<file path="config.mk">
export PLATFORM = sky130hd
export DESIGN_NAME = imul_mac_stage
export DESIGN_NICKNAME = d
export VERILOG_FILES = /design/src/rtl/imul_mac_stage.sv
export SDC_FILE = /design/constraint.sdc
export NUM_CORES = 1
export LEC_CHECK = 0
export ABC_CLOCK_PERIOD_IN_PS = 56700
export BUFFER_PORTS_ARGS = -buffer_cell sky130_fd_sc_hd__clkbuf_2
export CAP_MARGIN = 0
export CELL_PAD_IN_SITES_DETAIL_PLACEMENT = 1
export CELL_PAD_IN_SITES_GLOBAL_PLACEMENT = 2
export CORE_MARGIN = 1.5
export CORE_UTILIZATION = 41
export CTS_CLUSTER_DIAMETER = 100
export DETAILED_ROUTE_END_ITERATION = 10
export GPL_TIMING_DRIVEN = 1
export PLACE_DENSITY = 0.91
export SYNTH_ARGS = -nofsm -noshare
export SYNTH_HDL_FRONTEND = slang
export SYNTH_SLANG_ARGS = --single-unit
</file>
<file path="constraint.sdc">
create_clock -name Clock -period 56.7 [get_ports Clock]
set_clock_uncertainty 0.05 [all_clocks]
set_input_delay 2.835 -clock Clock [delete_from_list [all_inputs] [get_ports Clock]]
set_output_delay 2.835 -clock Clock [all_outputs]
set_load 0.1 [all_outputs]
</file>
<file path="src/rtl/imul_mac_stage.sv">
// imul_mac_stage: multiply-accumulate stage built around a combinational
// NUM_BITS x NUM_BITS array multiplier.
//
// Ports:
//   Clock      rising-edge clock
//   Reset      synchronous, active-high reset
//   iValid     upstream operand pair valid
//   oReady     stage can accept an operand pair (IDLE/ACCUM only)
//   iA, iB     unsigned operands
//   iLast      final element of the current vector
//   oValid     result valid, held until iReady
//   iReady     downstream accepts the result
//   oAcc       accumulated sum of products (modulo 2^ACC_BITS)
//   oCount     elements in the vector, saturating
//   oOverflow  sticky: accumulator wrapped during this vector
//
// Pipeline: S1 operand regs -> S2 product reg -> accumulator.
// ACC_BITS must be >= 2*NUM_BITS.
//
// state | meaning
// IDLE  | waiting for the first element of a vector
// ACCUM | vector open, accepting further elements
// DRAIN | last element accepted, waiting for it to reach the accumulator
// DONE  | result presented, waiting for downstream handoff

module imul_array #(
    parameter int NUM_BITS = 16
) (
    input  logic [NUM_BITS-1:0]   iA,
    input  logic [NUM_BITS-1:0]   iB,
    output logic [2*NUM_BITS-1:0] oP
);
    // Shift-and-add array of partial products.
    always_comb begin
        oP = '0;
        for (int i = 0; i < NUM_BITS; i++) begin
            if (iB[i]) begin
                oP = oP + ({{NUM_BITS{1'b0}}, iA} << i);
            end
        end
    end
endmodule

module imul_mac_stage #(
    parameter int NUM_BITS = 16,
    parameter int ACC_BITS = 40,
    parameter int CNT_BITS = 8
) (
    input  logic                Clock,
    input  logic                Reset,
    input  logic                iValid,
    output logic                oReady,
    input  logic [NUM_BITS-1:0] iA,
    input  logic [NUM_BITS-1:0] iB,
    input  logic                iLast,
    output logic                oValid,
    input  logic                iReady,
    output logic [ACC_BITS-1:0] oAcc,
    output logic [CNT_BITS-1:0] oCount,
    output logic                oOverflow
);
    typedef enum logic [1:0] {
        IDLE  = 2'd0,
        ACCUM = 2'd1,
        DRAIN = 2'd2,
        DONE  = 2'd3
    } state_t;

    state_t                r_state;

    logic [NUM_BITS-1:0]   r_a;
    logic [NUM_BITS-1:0]   r_b;
    logic                  r_s1_valid;
    logic                  r_s1_first;
    logic                  r_s1_last;

    logic [2*NUM_BITS-1:0] r_prod;
    logic                  r_s2_valid;
    logic                  r_s2_first;
    logic                  r_s2_last;

    logic [ACC_BITS-1:0]   r_acc;
    logic [CNT_BITS-1:0]   r_count;
    logic                  r_ovf;
    logic                  r_valid;

    logic                  w_accept;
    logic [2*NUM_BITS-1:0] w_prod;
    logic [ACC_BITS:0]     w_sum;

    imul_array #(.NUM_BITS(NUM_BITS)) u_mul (
        .iA (r_a),
        .iB (r_b),
        .oP (w_prod)
    );

    assign oReady   = (r_state == IDLE) || (r_state == ACCUM);
    assign w_accept = iValid && oReady;

    // Extra top bit captures the carry-out of the accumulate.
    assign w_sum = {1'b0, r_acc} + (ACC_BITS+1)'(r_prod);

    always_ff @(posedge Clock) begin
        if (Reset) begin
            r_state    <= IDLE;
            r_a        <= '0;
            r_b        <= '0;
            r_s1_valid <= 1'b0;
            r_s1_first <= 1'b0;
            r_s1_last  <= 1'b0;
            r_prod     <= '0;
            r_s2_valid <= 1'b0;
            r_s2_first <= 1'b0;
            r_s2_last  <= 1'b0;
            r_acc      <= '0;
            r_count    <= '0;
            r_ovf      <= 1'b0;
            r_valid    <= 1'b0;
        end else begin
            r_s1_valid <= w_accept;
            if (w_accept) begin
                r_a        <= iA;
                r_b        <= iB;
                r_s1_first <= (r_state == IDLE);
                r_s1_last  <= iLast;
            end

            r_s2_valid <= r_s1_valid;
            if (r_s1_valid) begin
                r_prod     <= w_prod;
                r_s2_first <= r_s1_first;
                r_s2_last  <= r_s1_last;
            end

            if (r_s2_valid) begin
                if (r_s2_first) begin
                    r_acc   <= ACC_BITS'(r_prod);
                    r_count <= CNT_BITS'(1);
                    r_ovf   <= 1'b0;
                end else begin
                    r_acc   <= w_sum[ACC_BITS-1:0];
                    r_count <= (r_count == '1) ? r_count : r_count + 1'b1;
                    r_ovf   <= r_ovf | w_sum[ACC_BITS];
                end
            end

            case (r_state)
                IDLE: begin
                    if (w_accept) begin
                        r_state <= iLast ? DRAIN : ACCUM;
                    end
                end
                ACCUM: begin
                    if (w_accept && iLast) begin
                        r_state <= DRAIN;
                    end
                end
                DRAIN: begin
                    if (r_s2_valid && r_s2_last) begin
                        r_state <= DONE;
                        r_valid <= 1'b1;
                    end
                end
                DONE: begin
                    if (r_valid && iReady) begin
                        r_valid <= 1'b0;
                        r_state <= IDLE;
                    end
                end
                default: r_state <= IDLE;
            endcase
        end
    end

    assign oValid    = r_valid;
    assign oAcc      = r_acc;
    assign oCount    = r_count;
    assign oOverflow = r_ovf;
endmodule

</file>
After elaboration in Yosys (flattened, before gate mapping) --
Index checks and enable logic that the tools add are counted.
Word-level totals: register bits after elaboration 122, word-level logic and storage cells 80
Cells by class: equality and inequality tests 9, muxes and demuxes 29, add/subtract/negate cells 17, bitwise logic cells 1, reduce and logical (&&, ||, !) cells 10
Operator list (number):
- 2-to-1 mux 32 bit | 15
- adder 40 x 32 -> 41 bit | 1
- 2-to-1 mux 40 bit | 1
- adder 32 x 17 -> 32 bit | 1
- adder 32 x 18 -> 32 bit | 1
- adder 32 x 19 -> 32 bit | 1
- adder 32 x 20 -> 32 bit | 1
- adder 32 x 21 -> 32 bit | 1
- adder 32 x 22 -> 32 bit | 1
- adder 32 x 23 -> 32 bit | 1
- adder 32 x 24 -> 32 bit | 1
- adder 32 x 25 -> 32 bit | 1
- adder 32 x 26 -> 32 bit | 1
- adder 32 x 27 -> 32 bit | 1
- adder 32 x 28 -> 32 bit | 1
- adder 32 x 29 -> 32 bit | 1
- adder 32 x 30 -> 32 bit | 1
- adder 32 x 31 -> 32 bit | 1
- 2-to-1 mux 16 bit | 1
- 2-to-1 mux 8 bit | 2
- 2-to-1 mux 2 bit | 5
- adder 8 x 1 -> 8 bit (second input constant) | 1
- equality test 8 bit (second input constant) | 1
- inequality test 2 bit (second input constant) | 4
- 14 further kinds | 20

Longest topological paths before layout --
Gate-level depths: netlist of run 1.
depth in word-level cells 31, mapped depth 118, mapped depth without buffers 116

Modules after synthesis --
A second synthesis of run 1 with hierarchy kept.
Second synthesis, totals: cell total of the unflattened synthesis 2974, area, all modules 21852.2 um2
By module, submodules not included:
- imul_array | cells an instance 2188, area each 15434.8 um2, instances 1, seq. area each 0.0 um2
- imul_mac_stage | cells an instance 786, area each 6417.4 um2, instances 1, seq. area each 2442.3 um2

Worst setup path before layout of run 1 --
OpenSTA, ideal clock, no wires.
kind reg-to-reg, start point register r_a[1], end point register r_prod[29], data arrival time 19.989 ns, stages on the path, launching flop included 103, path slack 36.571 ns, path buffers 2, required time 56.559 ns, library setup time 0.091 ns, cells stage by stage dfxtp_1 > and2_1 > ha_1 > fa_1 > a21oi_1 > o221ai_1 > a21oi_1 > xnor2_1 > a21oi_1 > inv_1 > ha_1 > a2111oi_0 > o21ai_1 > and2_1 > xnor2_1 > a22oi_1 > o21a_1 > ha_1 > [... 67 more ...] > ha_1 > or2_2 > nor4_1 > nor2_1 > xor2_1 > mux2_2 > ha_1 > nand3_1 > o31ai_1 > xnor2_1 > nand2_1 > o21a_1 > ha_1 > nand3_1 > o211a_1 > o311ai_0 > a21oi_1 > a311oi_1
Between the ends: cells in the longest elaborated chain, start to end 31
RTL lines:
- from (decl) | RTL line 71 | logic [NUM_BITS-1:0] r_a;
- from (signal assigned) | RTL line 122 | r_a <= iA;
- 2-to-1 mux 16 bit | RTL line 37 | if (iB[i]) begin
- adder 32 x 17 -> 32 bit | RTL line 38 | oP = oP + ({{NUM_BITS{1'b0}}, iA} << i);
- 2-to-1 mux 32 bit | RTL line 37
- adder 32 x 18 -> 32 bit | RTL line 38
- 2-to-1 mux 32 bit | RTL line 37
- adder 32 x 19 -> 32 bit | RTL line 38
- 2-to-1 mux 32 bit | RTL line 37
- adder 32 x 20 -> 32 bit | RTL line 38
- [... 15 more ...]
- adder 32 x 28 -> 32 bit | RTL line 38
- 2-to-1 mux 32 bit | RTL line 37
- adder 32 x 29 -> 32 bit | RTL line 38
- 2-to-1 mux 32 bit | RTL line 37
- adder 32 x 30 -> 32 bit | RTL line 38
- 2-to-1 mux 32 bit | RTL line 37
- adder 32 x 31 -> 32 bit | RTL line 38
- 2-to-1 mux 32 bit (*) | RTL line 37
- to (signal assigned) | RTL line 130 | r_prod <= w_prod;
- to (decl) | RTL line 77 | logic [2*NUM_BITS-1:0] r_prod;
Mark *: on every way between the ends. The rest lies on a longest branch, timed or not. A chain may end at the register's enable or synchronous reset.

Worst setup path after layout of run 1 --
start point register r_b[0], end point register r_prod[28]
Between the ends: cells in the longest elaborated chain, start to end 31
RTL lines:
- from (decl) | RTL line 72 | logic [NUM_BITS-1:0] r_b;
- from (signal assigned) | RTL line 123 | r_b <= iB;
- 2-to-1 mux 16 bit (*) | RTL line 37
- adder 32 x 17 -> 32 bit | RTL line 38
- 2-to-1 mux 32 bit (*) | RTL line 37
- adder 32 x 18 -> 32 bit | RTL line 38
- 2-to-1 mux 32 bit (*) | RTL line 37
- adder 32 x 19 -> 32 bit | RTL line 38
- 2-to-1 mux 32 bit (*) | RTL line 37
- adder 32 x 20 -> 32 bit | RTL line 38
- [... 15 more ...]
- adder 32 x 28 -> 32 bit | RTL line 38
- 2-to-1 mux 32 bit (*) | RTL line 37
- adder 32 x 29 -> 32 bit | RTL line 38
- 2-to-1 mux 32 bit (*) | RTL line 37
- adder 32 x 30 -> 32 bit | RTL line 38
- 2-to-1 mux 32 bit (*) | RTL line 37
- adder 32 x 31 -> 32 bit | RTL line 38
- 2-to-1 mux 32 bit (*) | RTL line 37
Marks and branches as above.

==> results of run 1 <==
-- power by group through the flow --
stage	Clock, mW	Combinational [mW]	Sequential (mW)
floorplan	0	0.509	0.133
global placement	0	0.697	0.111
detailed placement	0	0.724	0.112
CTS	0.127	0.731	0.110
global route	0.130	0.809	0.112
finish	0.126	0.743	0.111
-- cell families (layout without fill, tap and decap cells) --
group / Yosys count / after routing / synth area share, %
AND/OR/NAND/NOR: 975 / 975 / 20.7
adder cells (fa/ha/maj): 309 / 309 / 18.3
AO/OA/AOI/OAI: 1096 / 1096 / 34.1
XOR/XNOR: 178 / 178 / 7.17
flip-flops: 122 / 122 / 11.2
multiplexers: 83 / 83 / 4.06
buffers and inverters: 257 / 306 / 4.47
other: 0 / 1 / 0
-- final cells by class --
cell class | count | area [um^2]
multi-input combinational | 2641 | 18300
sequential | 122 | 2440
fill | 6664 | 28900
tap | 688 | 861
clock buffer | 22 | 484
timing repair buffer | 132 | 778
clock inverter | 10 | 188
antenna | 1 | 2.50
inverter | 142 | 533
-- routing by layer --
layer / vias up / wire length [um] / track usage, %
met5: - / 13 / 0
met4: 2 / 2570 / 9.46
met3: 150 / 4640 / 3.56
met2: 675 / 38700 / 51.0
met1: 11800 / 40300 / 42.1
li1: 11300 / - / -
-- cells in the mapped netlist, types with 11 or more instances --
| cell type | instances | share of area, % |
|---|---|---|
| dfxtp_1 | 122 | 11 |
| or2_2 | 16 | 0.46 |
| o211ai_1 | 38 | 1.3 |
| o31a_1 | 14 | 0.56 |
| a2111oi_0 | 11 | 0.44 |
| a311oi_1 | 20 | 0.81 |
| o21ai_1 | 17 | 0.39 |
| fa_1 | 16 | 1.5 |
| a21oi_1 | 272 | 6.3 |
| nor2b_1 | 30 | 0.86 |
| xnor2_1 | 109 | 4.4 |
| a211oi_1 | 57 | 2.0 |
| o22ai_1 | 22 | 0.63 |
| nor2_1 | 265 | 4.6 |
| o21bai_1 | 25 | 0.86 |
| a21o_1 | 97 | 3.3 |
| a211o_1 | 18 | 0.72 |
| and3_1 | 25 | 0.72 |
| o31ai_1 | 33 | 1.1 |
| or4_1 | 15 | 0.52 |
| inv_1 | 134 | 2.3 |
| a31oi_1 | 34 | 0.98 |
| buf_1 | 12 | 0.21 |
| o21ai_0 | 172 | 4.0 |
| a41oi_1 | 14 | 0.56 |
| o21a_1 | 77 | 2.7 |
| nand2_1 | 347 | 6.0 |
| nand2b_1 | 40 | 1.2 |
| and2_1 | 31 | 0.89 |
| or3_1 | 28 | 0.81 |
| a22oi_1 | 13 | 0.45 |
| xor2_1 | 69 | 2.8 |
| clkbuf_1 | 99 | 1.7 |
| ha_1 | 292 | 17 |
| nand4_1 | 13 | 0.37 |
| nor3_1 | 59 | 1.4 |
| a31o_2 | 11 | 0.44 |
| mux2_2 | 42 | 2.2 |
| mux2i_1 | 41 | 1.9 |
| nand3_1 | 66 | 1.5 |
| o211a_1 | 13 | 0.60 |
-- final timing paths --
kind / start / endpoint / slack (ns) / depth (start not counted)
max: r_b[0] / r_prod[28] / 32.25 / 102
min: oOverflow / oOverflow / 0.42 / 1
max reg2reg: r_b[0] / r_prod[28] / 32.25 / 102
min reg2reg: oOverflow / oOverflow / 0.42 / 1
-- sequential cells by signal (all words and copies together) (netlist names) --
name and flops:
r_s1_valid 1, r_s2_valid 1, oAcc 40, r_s2_last 1, r_b 16, r_prod 32
r_s1_first 1, oValid 1, r_state 2, r_s2_first 1, oOverflow 1, r_s1_last 1
r_a 16, oCount 8
-- metrics by stage --
| stage | std cells | cell area, um^2 | power (mW) | hold slack, ns | setup slack, ns |
|---|---|---|---|---|---|
| 2_1_floorplan | 3020 | 21800 | 0.642 | 0.386 | 36.57 |
| 3_3_place_gp | 3724 | 22900 | 0.808 | 0.396 | 33.31 |
| 3_5_place_dp | 3725 | 23000 | 0.836 | 0.412 | 32.78 |
| 4_1_cts | 3757 | 23600 | 0.968 | 0.426 | 32.58 |
| 5_1_grt | 3757 | 23600 | 1.05 | 0.448 | 30.70 |
| 6_report | 3758 | 23600 | 0.980 | 0.422 | 32.25 |
==> run metrics, run 1 <==
outcome=finished, final reports clean; syn_nets=about 3400; Critical Path End Type=flip-flop; Yosys warnings=0; sequential share of the synthesized area=between 10 and 15%; Top FF cell, synth=dfxtp_1; hold buffer count at cts=0; startpoint types=flip-flop; CTS tree=yes; Final Hold Vio Count=0; syn_area_per_cell=roughly 7.2 um^2; Yosys reg bits=between 100 and 150; Syn Inst Count=around 3000; sequential share of power=between 10 and 15%; CTS resizes=0; HPWL after DPL=~66000 um; largest net degree at the start of global routing=69; core area=about 53000 um^2; Final min period=approximately 24 ns; share of layout cells above drive strength 1=8.47%; DRT iter0 DRCs=1560; Slew Limit Fails=0; Combinational Power Share=75.8%; vias per inst=about 6.4; final wirelength=around 86000 um; worst skew pair latency=~0.44 ns; Die Wd=approximately 230 um; Max IR drop VDD=about 0.000022 V; residual overflow from global routing=0; cell area after synthesis=approximately 22000 um^2; Fmax=between 40 and 50 MHz; switch share=~54%; drt drc=0; Final ANT Viol Nets=0; asr flop ratio synth=0%; clk slew on worst S/H paths=roughly 0.06 ns; Setup TNS=0 ns; delay-heaviest family, CP=compound AO/OA/AOI/OAI gates; switching pwr=between 500 and 600 uW; # port buffers=between 80 and 90; commonest non-fill, non-tap cell in the layout=nand2_1; Hold/Removal Path Class=reg -> reg; worst path required time=approximately 57 ns; CTS Buffer Depth=2; DRT Pass-1 Iters=5; GRT Total Usage=a little under a third; CP Buf/Inv Count=3; Post-synth EDFFs=0; Int Power=451 uW; io pins=between 80 and 90; Least-Margin Pin Slew=0.957 ns; Final Wtd Congestion=between 0.9 and 1; die area=about 54000 um^2; Largest stage delay, worst path=approximately 0.75 ns; cell leakage power=11.3 nW; Post-CTS Setup Repair Bufs=0; Slew HR=approximately 36%; Final Setup Violations=0; initial antenna violation count=2; wire per inst=roughly 23 um; commonest non-fill, non-tap cells in the layout=nand2_1 (347), ha_1 (292), a21oi_1 (272); Cell variety after synth=between 90 and 100; Critical Path Most Common Cell=ha_1; RSZ-0062 raised after global routing=false; Tcrit/Tclk final=43.1%; crit path DAT=about 25 ns; Syn-to-layout area delta=8.64%; Root Buffer Master=clkbuf_16; PD cells=41.4 nW/um^2; Starting Density=approximately two fifths; detailed-route via count=23900; Clk pwr share=12.8%; global-route wire length before repair=approximately 130000 um; CP max-delay cell=dfxtp_1; max capacitance violation total=0; critical path type=reg -> reg; die height=233 um; clk sinks=roughly 120; number of buffers created by CTS=17; H-Tree Depth=4; # nets final=~3400; vias in the first global route=about 24000; critical-path maximum fanout=21; Final Util=between 40 and 50%; # rows=84
No activity file was read; power rests on OpenSTA's default activity.
==> run 2, diff against run 1 <==
==> config.mk (replaced) <==
export PLATFORM = sky130hd
export DESIGN_NAME = imul_mac_stage
export DESIGN_NICKNAME = d
export VERILOG_FILES = /design/src/rtl/imul_mac_stage.sv
export SDC_FILE = /design/constraint.sdc
export NUM_CORES = 1
export LEC_CHECK = 0
export ABC_CLOCK_PERIOD_IN_PS = 20100
export BUFFER_PORTS_ARGS = -buffer_cell sky130_fd_sc_hd__clkbuf_2
export CAP_MARGIN = 0
export CELL_PAD_IN_SITES_DETAIL_PLACEMENT = 1
export CELL_PAD_IN_SITES_GLOBAL_PLACEMENT = 2
export CORE_MARGIN = 1.5
export CORE_UTILIZATION = 34
export CTS_CLUSTER_DIAMETER = 100
export DETAILED_ROUTE_END_ITERATION = 10
export GPL_TIMING_DRIVEN = 1
export PLACE_DENSITY = 0.81
export SYNTH_ARGS = -nofsm -noshare
export SYNTH_HDL_FRONTEND = slang
export SYNTH_SLANG_ARGS = --single-unit
==> constraint.sdc (replaced) <==
create_clock -name Clock -period 20.1 [get_ports Clock]
set_clock_uncertainty 0.05 [all_clocks]
set_input_delay 1.005 -clock Clock [delete_from_list [all_inputs] [get_ports Clock]]
set_output_delay 1.005 -clock Clock [all_outputs]
set_load 0.1 [all_outputs]
==> run metrics, run 2 (synthesis results as in run 1) <==
die area=65500 um^2 (+20%); drt drc=0 (unchanged); sequential share of power=8.0% (-3.3 points); Final ANT Viol Nets=0 (unchanged); residual overflow from global routing=0 (unchanged); crit path DAT=20.78 ns (-3.95 ns); Combinational Power Share=84.6% (+8.8 points); Clk pwr share=7.4% (-5.4 points); worst reg2reg startpoint=r_b[0]; clk slew on worst S/H paths=0.06 ns (about the same); Hold Path Sink=r_s1_last; R2R depth=108 (+5.9%); share of layout cells above drive strength 1=38.8% (+30 points); # port buffers=87 (unchanged); Tot Pwr=3.98 mW (+310%); CTS Buffer Depth=2 (unchanged); CP max-delay cell=or4_1; Critical Path Most Common Cell=buf_4; Tcrit/Tclk final=102% (+59 points); switching pwr=1.90 mW (+260%); CP Buf/Inv Count=17 (+14); initial antenna violation count=2 (unchanged); CTS tree=yes; Syn-to-layout area delta=52.5%; Cell Area, Placed=29100 um^2 (+27%); Final Setup Violations=7 (+7); wire per inst=22.1 um (-3.9%); failing checks=negative setup slack; RSZ-0062 raised after global routing=true; max FFs per register=40 (unchanged); hold_sp=r_s1_last; DRT Pass-1 Iters=5 (unchanged); vias per inst=5.80 (-9.0%); Critical Path End Type=flip-flop; startpoint types=flip-flop; hold path cells=2 (+1); core area=63200 um^2 (+20%); GRT Total Usage=30.4% (-0.63 points); hold slack=0.415 ns (-0.00742 ns); Slew HR=29.3% (-6.8 points); switch share=47.7% (-6.2 points); FF+latch area=2450 um^2 (+0.41%); Fmax=48.7 MHz (+19%); flop-to-flop setup slack=-0.44 ns (-32.69 ns); clk sinks=122 (unchanged); Least-Margin Pin Slew=1.03 ns (+0.0767 ns); reg2reg end=r_prod[31]; Final min period=20.54 ns (-3.91 ns); Final Util=52.5% (+7.5 points); outcome=finished with violations; worst skew pair latency=0.44 ns (about the same); Int Power=2.08 mW (+360%); Final Hold Vio Count=0 (unchanged); io pins=88 (unchanged); hold buffer count at cts=0 (unchanged); largest net degree at the start of global routing=64 (-7.2%); Fillers=7799 (+17%); cell leakage power=16.1 nW (+43%); Largest stage delay, worst path=0.52 ns (-0.23 ns); die height=256 um (+9.7%); # nets final=4341 (+28%); Setup WS post-layout=-0.441 ns (-32.69 ns); # rows=92 (+9.5%); Hold/Removal Path Class=reg -> reg; H-Tree Depth=4 (unchanged); critical path type=reg -> reg; max capacitance violation total=0 (unchanged); number of buffers created by CTS=17 (unchanged); DRT iter0 DRCs=1705 (+9.3%); number of diodes=0 (-1); worst path required time=20.34 ns (-36.64 ns); PD cells=120 nW/um^2 (+190%); Die Wd=256 um (+9.7%); Final Wtd Congestion=0.942 (-1.9%); commonest non-fill, non-tap cell in the layout=buf_4; Max IR drop VDD=0.0000612 V (+170%); area of the multi-input gates=20700 um^2 (+13%); Setup TNS=-2.31 ns (-2.31 ns); Starting Density=34.4% (-7.0 points); critical-path maximum fanout=6 (-71%); fin area=33200 um^2 (+40%); detailed-route via count=28100 (+18%); delay-heaviest family, CP=compound AO/OA/AOI/OAI gates; Root Buffer Master=clkbuf_16; global-route wire length before repair=162000 um (+20%); final wirelength=107000 um (+24%); Slew Limit Fails=0 (unchanged); HPWL after DPL=78400 um (+19%); commonest non-fill, non-tap cells in the layout=buf_4 (980), nand2_1 (334), nor2_1 (252); vias in the first global route=29400 (+23%)
[run 2: cell types whose count changed in the layout (fill, tap and decap cells not counted), moves of 15 or more]
cell	change
a21oi_2	+56
a21oi_1	-60
o21ai_0	-54
a211oi_1	-19
ha_1	-73
a211oi_2	+17
buf_4	+935
ha_4	+57
o21ai_1	+20
a31oi_1	-15
o21ai_2	+32
ha_2	+16
[run 2: worst max path at each step]
stage	slack, ns	start	to	cells past startpoint
after floorplan	0.05	r_b[0]	r_prod[29]	104
after global placement	-0.92	r_a[1]	r_prod[29]	99
after detailed placement	-1.70	r_a[1]	r_prod[29]	101
after CTS	-0.0009	r_a[1]	r_prod[29]	108
after global routing	-1.43	r_b[0]	r_prod[29]	107
final	-0.44	r_b[0]	r_prod[31]	108
[run 2: cell type report]
cell class              count  share of cell area (%)
inverters                 142                    1.61
well taps                 846                    3.19
multi-input cells        2641                    62.5
clock buffers              22                    1.43
clock inverters             9                   0.219
flip-flops and latches    122                    7.40
repair buffers           1072                    23.7
[run 2: repair_timing]
action	4_1_cts	5_1_grt
setup endpoints to repair	13	13
setup buffers	83	67
resized for setup	223	270
pin swaps	105	203
[run 2: per-stage QoR]
step	std cells	setup slack (ns)
after floorplan	3020	0.0523
after global placement	4673	-0.920
after detailed placement	4673	-1.70
after CTS	4787	-0.000883
after global routing	4854	-1.43
final	4854	-0.441
[run 2: power groups by stage]
stage / Combinational [mW] / Sequential [mW] / Clock, mW
floorplan: 1.43 / 0.375 / 0
global placement: 2.71 / 0.319 / 0
detailed placement: 2.83 / 0.321 / 0
CTS: 3.05 / 0.316 / 0.298
global route: 3.61 / 0.321 / 0.308
finish: 3.37 / 0.318 / 0.295
[run 2: tightest hold or removal path, cell delays in order, from the launching register on]
cell     delay, ns
dfxtp_1       0.31
nand2_1       0.05
a21oi_1       0.05
[run 2: metal layers]
| metal | part of all wire, % | vias up | GRT usage (%) |
|---|---|---|---|
| met3 | 4.4 | 172 | 2.95 |
| met4 | 3.0 | 0 | 9.24 |
| li1 | - | 13200 | - |
| met5 | 0 | - | 0 |
| met1 | 44 | 14100 | 39.4 |
| met2 | 48 | 678 | 52.9 |
==> run 3, diff against run 2 <==
--- a/config.mk
+++ b/config.mk
@@ -5,7 +5,7 @@
 export SDC_FILE = /design/constraint.sdc
 export NUM_CORES = 1
 export LEC_CHECK = 0
-export ABC_CLOCK_PERIOD_IN_PS = 20100
+export ABC_CLOCK_PERIOD_IN_PS = 18600
 export BUFFER_PORTS_ARGS = -buffer_cell sky130_fd_sc_hd__clkbuf_2
 export CAP_MARGIN = 0
 export CELL_PAD_IN_SITES_DETAIL_PLACEMENT = 1
@@ -19,3 +19,4 @@
 export SYNTH_ARGS = -nofsm -noshare
 export SYNTH_HDL_FRONTEND = slang
 export SYNTH_SLANG_ARGS = --single-unit
+export TNS_END_PERCENT = 100
==> constraint.sdc (replaced) <==
create_clock -name Clock -period 18.6 [get_ports Clock]
set_clock_uncertainty 0.05 [all_clocks]
set_input_delay 0.93 -clock Clock [delete_from_list [all_inputs] [get_ports Clock]]
set_output_delay 0.93 -clock Clock [all_outputs]
set_load 0.1 [all_outputs]
==> run metrics, run 3 (synthesis results as in run 1) <==
hold path cells=2 (unchanged); hold slack=0.423 ns (+0.00791 ns); Slew Limit Fails=1 (+1); initial antenna violation count=0 (-2); worst path required time=18.90 ns (-1.44 ns); CP max-delay cell=or4b_4; Least-Margin Pin Slew=1.48 ns (+0.444 ns); # nets final=4397 (+1.3%); Setup WS post-layout=-2.03 ns (-1.59 ns); final wirelength=109000 um (+1.5%); Syn-to-layout area delta=54.3%; critical path type=reg -> reg; CTS Buffer Depth=2 (unchanged); switching pwr=2.07 mW (+8.7%); share of layout cells above drive strength 1=39.0% (+0.12 points); Clk pwr share=8.4% (+1.0 points); Slew HR=-1.06% (-30 points); H-Tree Depth=4 (unchanged); placed cells=4737 (+1.4%); HPWL after DPL=80600 um (+2.8%); CTS tree=yes; global-route wire length before repair=169000 um (+4.7%); worst skew pair latency=0.45 ns (about the same); outcome=finished with violations; number of buffers created by CTS=17 (unchanged); startpoint types=flip-flop; Critical Path Stages=107 (-0.93%); RSZ-0062 raised after global routing=true; Fmax=48.5 MHz (-0.46%); drt drc=0 (unchanged); largest net degree at the start of global routing=55 (-14%); max FFs per register=40 (unchanged); failing checks=max-capacitance violations, max-slew violations, negative setup slack; PD cells=131 nW/um^2 (+9.2%); clk sinks=122 (unchanged); die height=256 um (unchanged); Root Buffer Master=clkbuf_16; residual overflow from global routing=0 (unchanged); fin cells=4911 (+1.2%); Int Power=2.33 mW (+12%); commonest non-fill, non-tap cell in the layout=buf_4; DRT iter0 DRCs=1780 (+4.4%); Final min period=20.63 ns (+0.0940 ns); Critical Path End Type=flip-flop; hold_sp=r_s1_last; Final Setup Violations=13 (+6); switch share=46.9% (-0.77 points); wire per inst=22.1 um (+0.35%); vias in the first global route=30600 (+4.1%); Starting Density=34.4% (unchanged); crit path from=r_b[0]; Max IR drop VDD=0.0000532 V (-13%); core area=63200 um^2 (unchanged); GRT Total Usage=31.8% (+1.4 points); commonest non-fill, non-tap cells in the layout=buf_4 (1035), nand2_1 (332), nor2_1 (248); cell leakage power=16.4 nW (+2.0%); # port buffers=87 (unchanged); R2R depth=107 (-0.93%); critical-path maximum fanout=5 (-1); number of diodes=0 (unchanged); Die Wd=256 um (unchanged); Hold Path Sink=r_s1_last; clk slew on worst S/H paths=0.07 ns (about the same); CP Buf/Inv Count=15 (-2); worst reg2reg startpoint=r_b[0]; reg2reg end=r_prod[29]; # rows=92 (unchanged); Final ANT Viol Nets=0 (unchanged); detailed-route via count=28500 (+1.2%); Final Wtd Congestion=0.951 (+1.0%); max capacitance violation total=1 (+1); Final Hold Vio Count=0 (unchanged); DRT Pass-1 Iters=5 (unchanged); Combinational Power Share=83.8% (-0.8 points); crit path DAT=20.94 ns (+0.16 ns); io pins=88 (unchanged); delay-heaviest family, CP=compound AO/OA/AOI/OAI gates; die area=65500 um^2 (unchanged); Tcrit/Tclk final=111% (+8.7 points); flop-to-flop setup slack=-2.03 ns (-1.59 ns); Largest stage delay, worst path=0.53 ns (about the same); sequential share of power=7.8% (-0.2 points); vias per inst=5.80 (about the same); Hold/Removal Path Class=reg -> reg
[run 3: cell count changes in the layout (fill, tap and decap cells not counted), sizes merged]
cell | before | now
clkinvlp | 1 | 3
clkinv | 13 | 10
clkbuf | 108 | 106
bufinv | 1 | 5
buf | 986 | 1042
[run 3: timing repair]
item	4_1_cts	5_1_grt
setup buffers	106	36
pin swaps	130	88
gates resized for setup	229	91
endpoints found under the setup margin	15	17
hold buffers	0	0
[run 3: power by group through the flow]
stage,Combinational [mW],Sequential (mW),Clock [mW]
6_report,3.69,0.342,0.370
5_1_grt,3.95,0.346,0.384
4_1_cts,3.49,0.341,0.373
3_5_place_dp,3.19,0.345,0
3_3_place_gp,3.05,0.342,0
2_1_floorplan,1.64,0.412,0
[run 3: worst max path at each step]
stage	endpoint	slack (ns)
finish	r_prod[29]	-2.03
global route	r_prod[29]	-2.82
CTS	r_prod[29]	-1.28
detailed placement	r_prod[28]	-2.53
global placement	r_prod[28]	-1.86
floorplan	r_prod[29]	-0.04
[run 3: metrics by stage]
stage,power [mW],worst slack (ns),setup TNS (ns),area [um^2],util [%]
final,4.40,-2.03,-19.49,33600,53.1
after floorplan,2.05,-0.0418,-0.0989,22500,-
after global placement,3.39,-1.86,-18.14,30300,47.9
after global routing,4.68,-2.82,-31.63,33600,53.1
after CTS,4.20,-1.28,-10.27,32900,52.0
after detailed placement,3.53,-2.53,-26.00,30300,47.9
[run 3: layout make-up]
cell class	count	area, um^2
clock buffers	20	447
inverters	142	536
well taps	846	1060
clock inverters	12	196
flip-flops and latches	122	2460
repair buffers	1128	8280
fillers	7819	29600
multi-input cells	2641	20600
[run 3: worst register-to-register path: cells and delay by family, from the launching register on]
family          cells  cell delay [ns]
mux                 6             1.37
flops               1             0.36
compound gates     33             6.44
xor+xnor           12             1.97
simple gates       25             3.87
buf+inv            15             1.82
fa+ha+maj          16             4.70
[run 3: layer usage]
metal	vias to the layer above	track usage, %	wire length [um]
li1	13300	-	-
met1	14200	40.5	48100
met2	767	55.1	51700
met3	221	2.91	4630
met4	0	12.2	4260
met5	-	0	0
